`config.mk`:
```
export PLATFORM = sky130hd
export DESIGN_NAME = adder_bitserial
export DESIGN_NICKNAME = d
export VERILOG_FILES = /design/src/rtl/adder_bitserial.sv
export SDC_FILE = /design/constraint.sdc
export NUM_CORES = 1
export LEC_CHECK = 0
export CORE_MARGIN = 2
export CORE_UTILIZATION = 50
export DETAILED_ROUTE_END_ITERATION = 10
export PLACE_DENSITY = 0.79
export SYNTH_ARGS = -nofsm -noshare
export SYNTH_HDL_FRONTEND = slang
export SYNTH_SLANG_ARGS = --single-unit
```
`constraint.sdc`:
```
create_clock -name clk -period 1.7 [get_ports clk]
set_input_delay 0.17 -clock clk [delete_from_list [all_inputs] [get_ports clk]]
set_output_delay 0.17 -clock clk [all_outputs]
set_load 0.03 [all_outputs]
```
`src/rtl/adder_bitserial.sv`:
```
// Bit-serial WIDTH-bit adder/subtractor: one full-adder cell plus a registered
// carry, LSB first, with valid/ready handshakes on operands and result.

module maj3 (
    input  logic x,
    input  logic y,
    input  logic z,
    output logic m
);
    assign m = (x & y) | (x & z) | (y & z);
endmodule

module adder_bitserial_fa #(
    parameter int IMPL_TYPE = 0
) (
    input  logic a,
    input  logic b,
    input  logic cin,
    output logic s,
    output logic cout
);
    generate
        if (IMPL_TYPE == 0) begin : g_xor_mux
            logic p;
            assign p    = a ^ b;
            assign s    = p ^ cin;
            assign cout = p ? cin : a;
        end else if (IMPL_TYPE == 1) begin : g_maj_not
            // sum = MAJ(~cout, cin, MAJ(a, b, ~cin)) is equivalent to a ^ b ^ cin.
            logic t;
            maj3 u_cout (.x(a),     .y(b),   .z(cin),  .m(cout));
            maj3 u_t    (.x(a),     .y(b),   .z(~cin), .m(t));
            maj3 u_sum  (.x(~cout), .y(cin), .z(t),    .m(s));
        end else begin : g_bad_impl
            $fatal(1, "adder_bitserial: IMPL_TYPE must be 0 or 1");
        end
    endgenerate
endmodule

module adder_bitserial #(
    parameter int WIDTH     = 8,
    parameter int IMPL_TYPE = 0
) (
    input  logic             clk,
    input  logic             rst,
    input  logic             in_valid,
    output logic             in_ready,
    input  logic [WIDTH-1:0] a,
    input  logic [WIDTH-1:0] b,
    input  logic             sub,
    output logic             out_valid,
    input  logic             out_ready,
    output logic [WIDTH-1:0] sum,
    output logic             cout,
    output logic             overflow
);
    localparam int              CW   = $clog2(WIDTH + 1);
    localparam logic [CW-1:0]   LAST = CW'(WIDTH - 1);

    typedef enum logic [1:0] {
        IDLE,
        RUN,
        DONE
    } state_t;

    state_t           state;
    logic [WIDTH-1:0] a_sr;
    logic [WIDTH-1:0] b_sr;
    logic [WIDTH-1:0] sum_sr;
    logic             carry;
    logic [CW-1:0]    cnt;

    logic             fa_s;
    logic             fa_co;
    logic [WIDTH-1:0] sum_shift;

    generate
        if (WIDTH < 1) begin : g_bad_width
            $fatal(1, "adder_bitserial: WIDTH must be at least 1");
        end
    endgenerate

    adder_bitserial_fa #(.IMPL_TYPE(IMPL_TYPE)) u_fa (
        .a    (a_sr[0]),
        .b    (b_sr[0]),
        .cin  (carry),
        .s    (fa_s),
        .cout (fa_co)
    );

    // Sum bits enter from the MSB side; after WIDTH shifts bit i sits at position i.
    generate
        if (WIDTH == 1) begin : g_shift_w1
            assign sum_shift = fa_s;
        end else begin : g_shift_wn
            assign sum_shift = {fa_s, sum_sr[WIDTH-1:1]};
        end
    endgenerate

    assign in_ready  = (state == IDLE);
    assign out_valid = (state == DONE);

    // NOTE: every register here uses non-blocking assignment so all of them
    // see the same pre-edge values of carry, a_sr and b_sr within one edge.
    always_ff @(posedge clk or posedge rst) begin
        if (rst) begin
            state    <= IDLE;
            a_sr     <= '0;
            b_sr     <= '0;
            sum_sr   <= '0;
            carry    <= 1'b0;
            cnt      <= '0;
            sum      <= '0;
            cout     <= 1'b0;
            overflow <= 1'b0;
        end else begin
            case (state)
                IDLE: begin
                    if (in_valid) begin
                        a_sr  <= a;
                        b_sr  <= sub ? ~b : b;
                        carry <= sub;
                        cnt   <= '0;
                        state <= RUN;
                    end
                end
                RUN: begin
                    a_sr   <= a_sr >> 1;
                    b_sr   <= b_sr >> 1;
                    sum_sr <= sum_shift;
                    carry  <= fa_co;
                    cnt    <= cnt + CW'(1);
                    // Visible results change only here, so they hold across IDLE.
                    if (cnt == LAST) begin
                        sum      <= sum_shift;
                        cout     <= fa_co;
                        overflow <= carry ^ fa_co;
                        state    <= DONE;
                    end
                end
                DONE: begin
                    if (out_ready) begin
                        state <= IDLE;
                    end
                end
                default: state <= IDLE;
            endcase
        end
    end

    a_done_hold: assert property (@(posedge clk) disable iff (rst)
        (state == DONE && !out_ready) |=>
            (state == DONE && $stable(sum) && $stable(cout) && $stable(overflow)));

    a_cnt_range: assert property (@(posedge clk) disable iff (rst)
        (state == RUN) |-> (cnt <= LAST));

endmodule
```
==> run_results.csv <==
group,metric,value,unit
synthesis,synth_top_family_by_area,"compound AO/OA/AOI/OAI gates",
finish,fillers,299,
synthesis,syn_nets,186,
floorplanning,die_w,64.9,um
route,drt_pass1_iterations,3,
worst_setup_path,critPathKind,"reg2out",
finish,fin_nets,222,
global_routing,grt_pass1_vias,1321,
sta,fin_crit_sh,0.889,
sta,rsz0062_at_grt,"false",
route,drc,0,
synthesis,post-synth-top-area-cell,"dfrtp_1",
cts,clock_latency,0.29,ns
worst_setup_path,crit_chain,"buf_4 -> nor2_1 -> buf_4",
worst_setup_path,startpoint_type,"flip-flop",
place,gp_congestion,0.774,
power_and_ir_drop,ir_drop,0.000703,V
synthesis,yosys.area_share.simple,0.114,
cts,clk_pin_slew_worst_paths,0.07,ns
global_routing,met2_usage,0.326,
cts,cts_buffer_depth,2,
route,routed_wl,3.30,mm
finish,drive_above_1_share,0.179,
power_and_ir_drop,powerDensity,1670,nW/um^2
floorplanning,start_util,0.514,
global_routing,grtUsageTotal,0.184,
finish,fin_cells,249,
cts,tritoncts,"done",
synthesis,yosysTopAreaCellShare,0.540,
synthesis,syn_avg_cell_area,11.3,sq um
synthesis,synth_fa_ha_area_frac,0.0122,
cts,root_buffer,"clkbuf_8",
cts,post_cts_buffers,0,
global_routing,antenna_found_initial,0,
route,vias_per_cell,5.30,
global_routing,met1_usage,0.206,
synthesis,synthMuxAreaShare,0.102,
place,post-dp-hpwl,2.40,mm
sta,finalHoldViolations,0,
synthesis,syn_area,1850,sq um
route,ant_nets,0,
cts,clock-sinks,40,
worst_setup_path,cpMostUsedCell,"buf_4",
global_routing,grt-busiest-layer,"met2",
synthesis,synth_compound_area_frac,0.133,
power_and_ir_drop,leakage,0.00104,uW
global_routing,grt-ovfl-total,0,
global_routing,grt_pass1_wl,5.80,mm
synthesis,ys_seq_area_frac,0.540,
worst_setup_path,max_stage_delay,0.41,ns
floorplanning,die_area,4210,sq um
synthesis,synth_xor_area_frac,0.0473,
floorplanning,io_pins,33,
synthesis,yosys.cell_types.count,31,
synthesis,yosysWarningCount,0,
floorplanning,die_h,64.9,um
global_routing,met3_usage,0.0573,
floorplanning,core,3610,sq um
worst_setup_path,crit_path_end_kind,"output pin",
global_routing,grt_max_degree,41,
cts,cts_resized,0,
sta,tightestPinTransition,0.479,ns
sta,final.setup_skew,0.00362,ns
sta,maxSlewViolCount,0,
finish,final_cell_mix,"40 x dfrtp_1, 30 x clkdlybuf4s50_1, 19 x nand2_1",
cts,htreeDepth,2,
cts,cts-buffers-inserted,5,
status,outcome,"finished clean",
worst_setup_path,cp_max_fo,27,
sta,setup_viol,0,
finish,final_common_cell,"dfrtp_1",
worst_setup_path,cp.arrival,1.34,ns
cts,hold_buffers,0,
sta,period_needed,1.51,ns
route,wire_per_inst,13.2,um
sta,max_freq,661,MHz
synthesis,synth-seq-cells,40,
place,dp_cells,241,
floorplanning,row_count,22,
worst_setup_path,required,1.53,ns
place,io_buffers,32,
synthesis,netlist_instances,164,
sta,tns,0,ns
worst_setup_path,critPathSlowestCell,"dfrtp_1",
synthesis,synth.area.top_cells,"dfrtp_1 54%, mux2_2 9.1%, o21ai_0 4.9%",
route,drt-initial-drc-count,39,
min_path,min_path_type,"in2async",
job,drv_cap,0,
route,vias,1320,
finish,antennaDiodeCount,0,
finish,syn2layout_area_growth,24.8,%
sta,relSlewSlack,0.680,
-- worst max-delay path, delay by kind of cell, from the launching register on --
| family | cells | cell delay [ns] |
|---|---|---|
| buffers and inverters | 2 | 0.43 |
| flip-flops | 1 | 0.41 |
| AND/OR/NAND/NOR | 1 | 0.21 |
-- cells by family after synthesis --
logic type / after synthesis
mux: 17
flops: 40
buf+inv: 17
compound gates: 40
xor+xnor: 10
simple gates: 38
fa+ha+maj: 2
-- per-layer routing --
metal / vias up / part of all wire
met5: - / 0
met1: 641 / 0.41
met2: 34 / 0.52
met4: 0 / 0.016
li1: 640 / -
met3: 5 / 0.053
-- final timing paths --
| path | startpoint | to | slack, ns | cells past startpoint |
|---|---|---|---|---|
| max | state[0] | in_ready | 0.19 | 3 |
| min | rst | sum[2] | 0.30 | 3 |
| max reg2reg | cnt[0] | sum[0] | 0.19 | 5 |
| min reg2reg | a_sr[6] | a_sr[6] | 0.48 | 2 |
| max in group asynchronous | rst | b_sr[7] | 1.06 | 3 |
| min in group clk | out_ready | state[1] | 0.48 | 3 |
-- cells in the mapped netlist --
cell type / number
nor3_4: 1
dfrtp_1: 40
inv_1: 5
mux2_2: 15
buf_2: 6
clkbuf_1: 1
buf_6: 2
a22o_1: 1
nand3b_1: 1
nand2_1: 19
o311ai_0: 1
a22oi_1: 8
a221oi_1: 1
o21bai_1: 1
and3b_1: 6
nand2b_4: 1
a21o_1: 1
buf_4: 2
nor2_1: 4
xor2_1: 9
clkbuf_2: 1
nand3_1: 2
nand2b_1: 2
a21oi_1: 7
mux2i_1: 2
xnor2_1: 1
ha_1: 1
nor2b_1: 2
maj3_1: 1
o21ai_0: 18
a32o_1: 2
-- state kept, by name, summed over array words and instances, names as in the netlist --
name / cells
a_sr: 8
b_sr: 8
carry: 1
cnt: 4
cout: 1
overflow: 1
state: 2
sum: 8
sum_sr: 7
-- area by class of cell --
| type | instances | area [sq um] | share of cell area |
|---|---|---|---|
| Sequential cell | 40 | 1000 | 0.433 |
| Multi-Input combinational cell | 107 | 757 | 0.327 |
| Timing Repair Buffer | 41 | 383 | 0.166 |
| Clock buffer | 6 | 82.6 | 0.0357 |
| Tap cell | 48 | 60.1 | 0.0260 |
| Inverter | 5 | 18.8 | 0.00812 |
| Clock inverter | 2 | 10.0 | 0.00433 |
-- power by group --
part / internal (uW) / total [uW] / switching [uW]
clock: 323 / 632 / 309
combinational: 784 / 1590 / 811
sequential: 1370 / 1650 / 278
-- per-stage QoR --
stage	hold slack (ns)	setup slack (ns)	power (uW)	cell area (sq um)	util
floorplan	0.324	0.275	2750	1850	-
CTS	0.322	0.168	3930	2310	0.641
detailed placement	0.474	0.188	3280	2220	0.616
finish	0.301	0.188	3870	2310	0.641
global route	0.357	0.0909	4180	2310	0.641
global placement	0.462	0.255	3180	2220	0.616
Power figures use the tool's default switching activity.
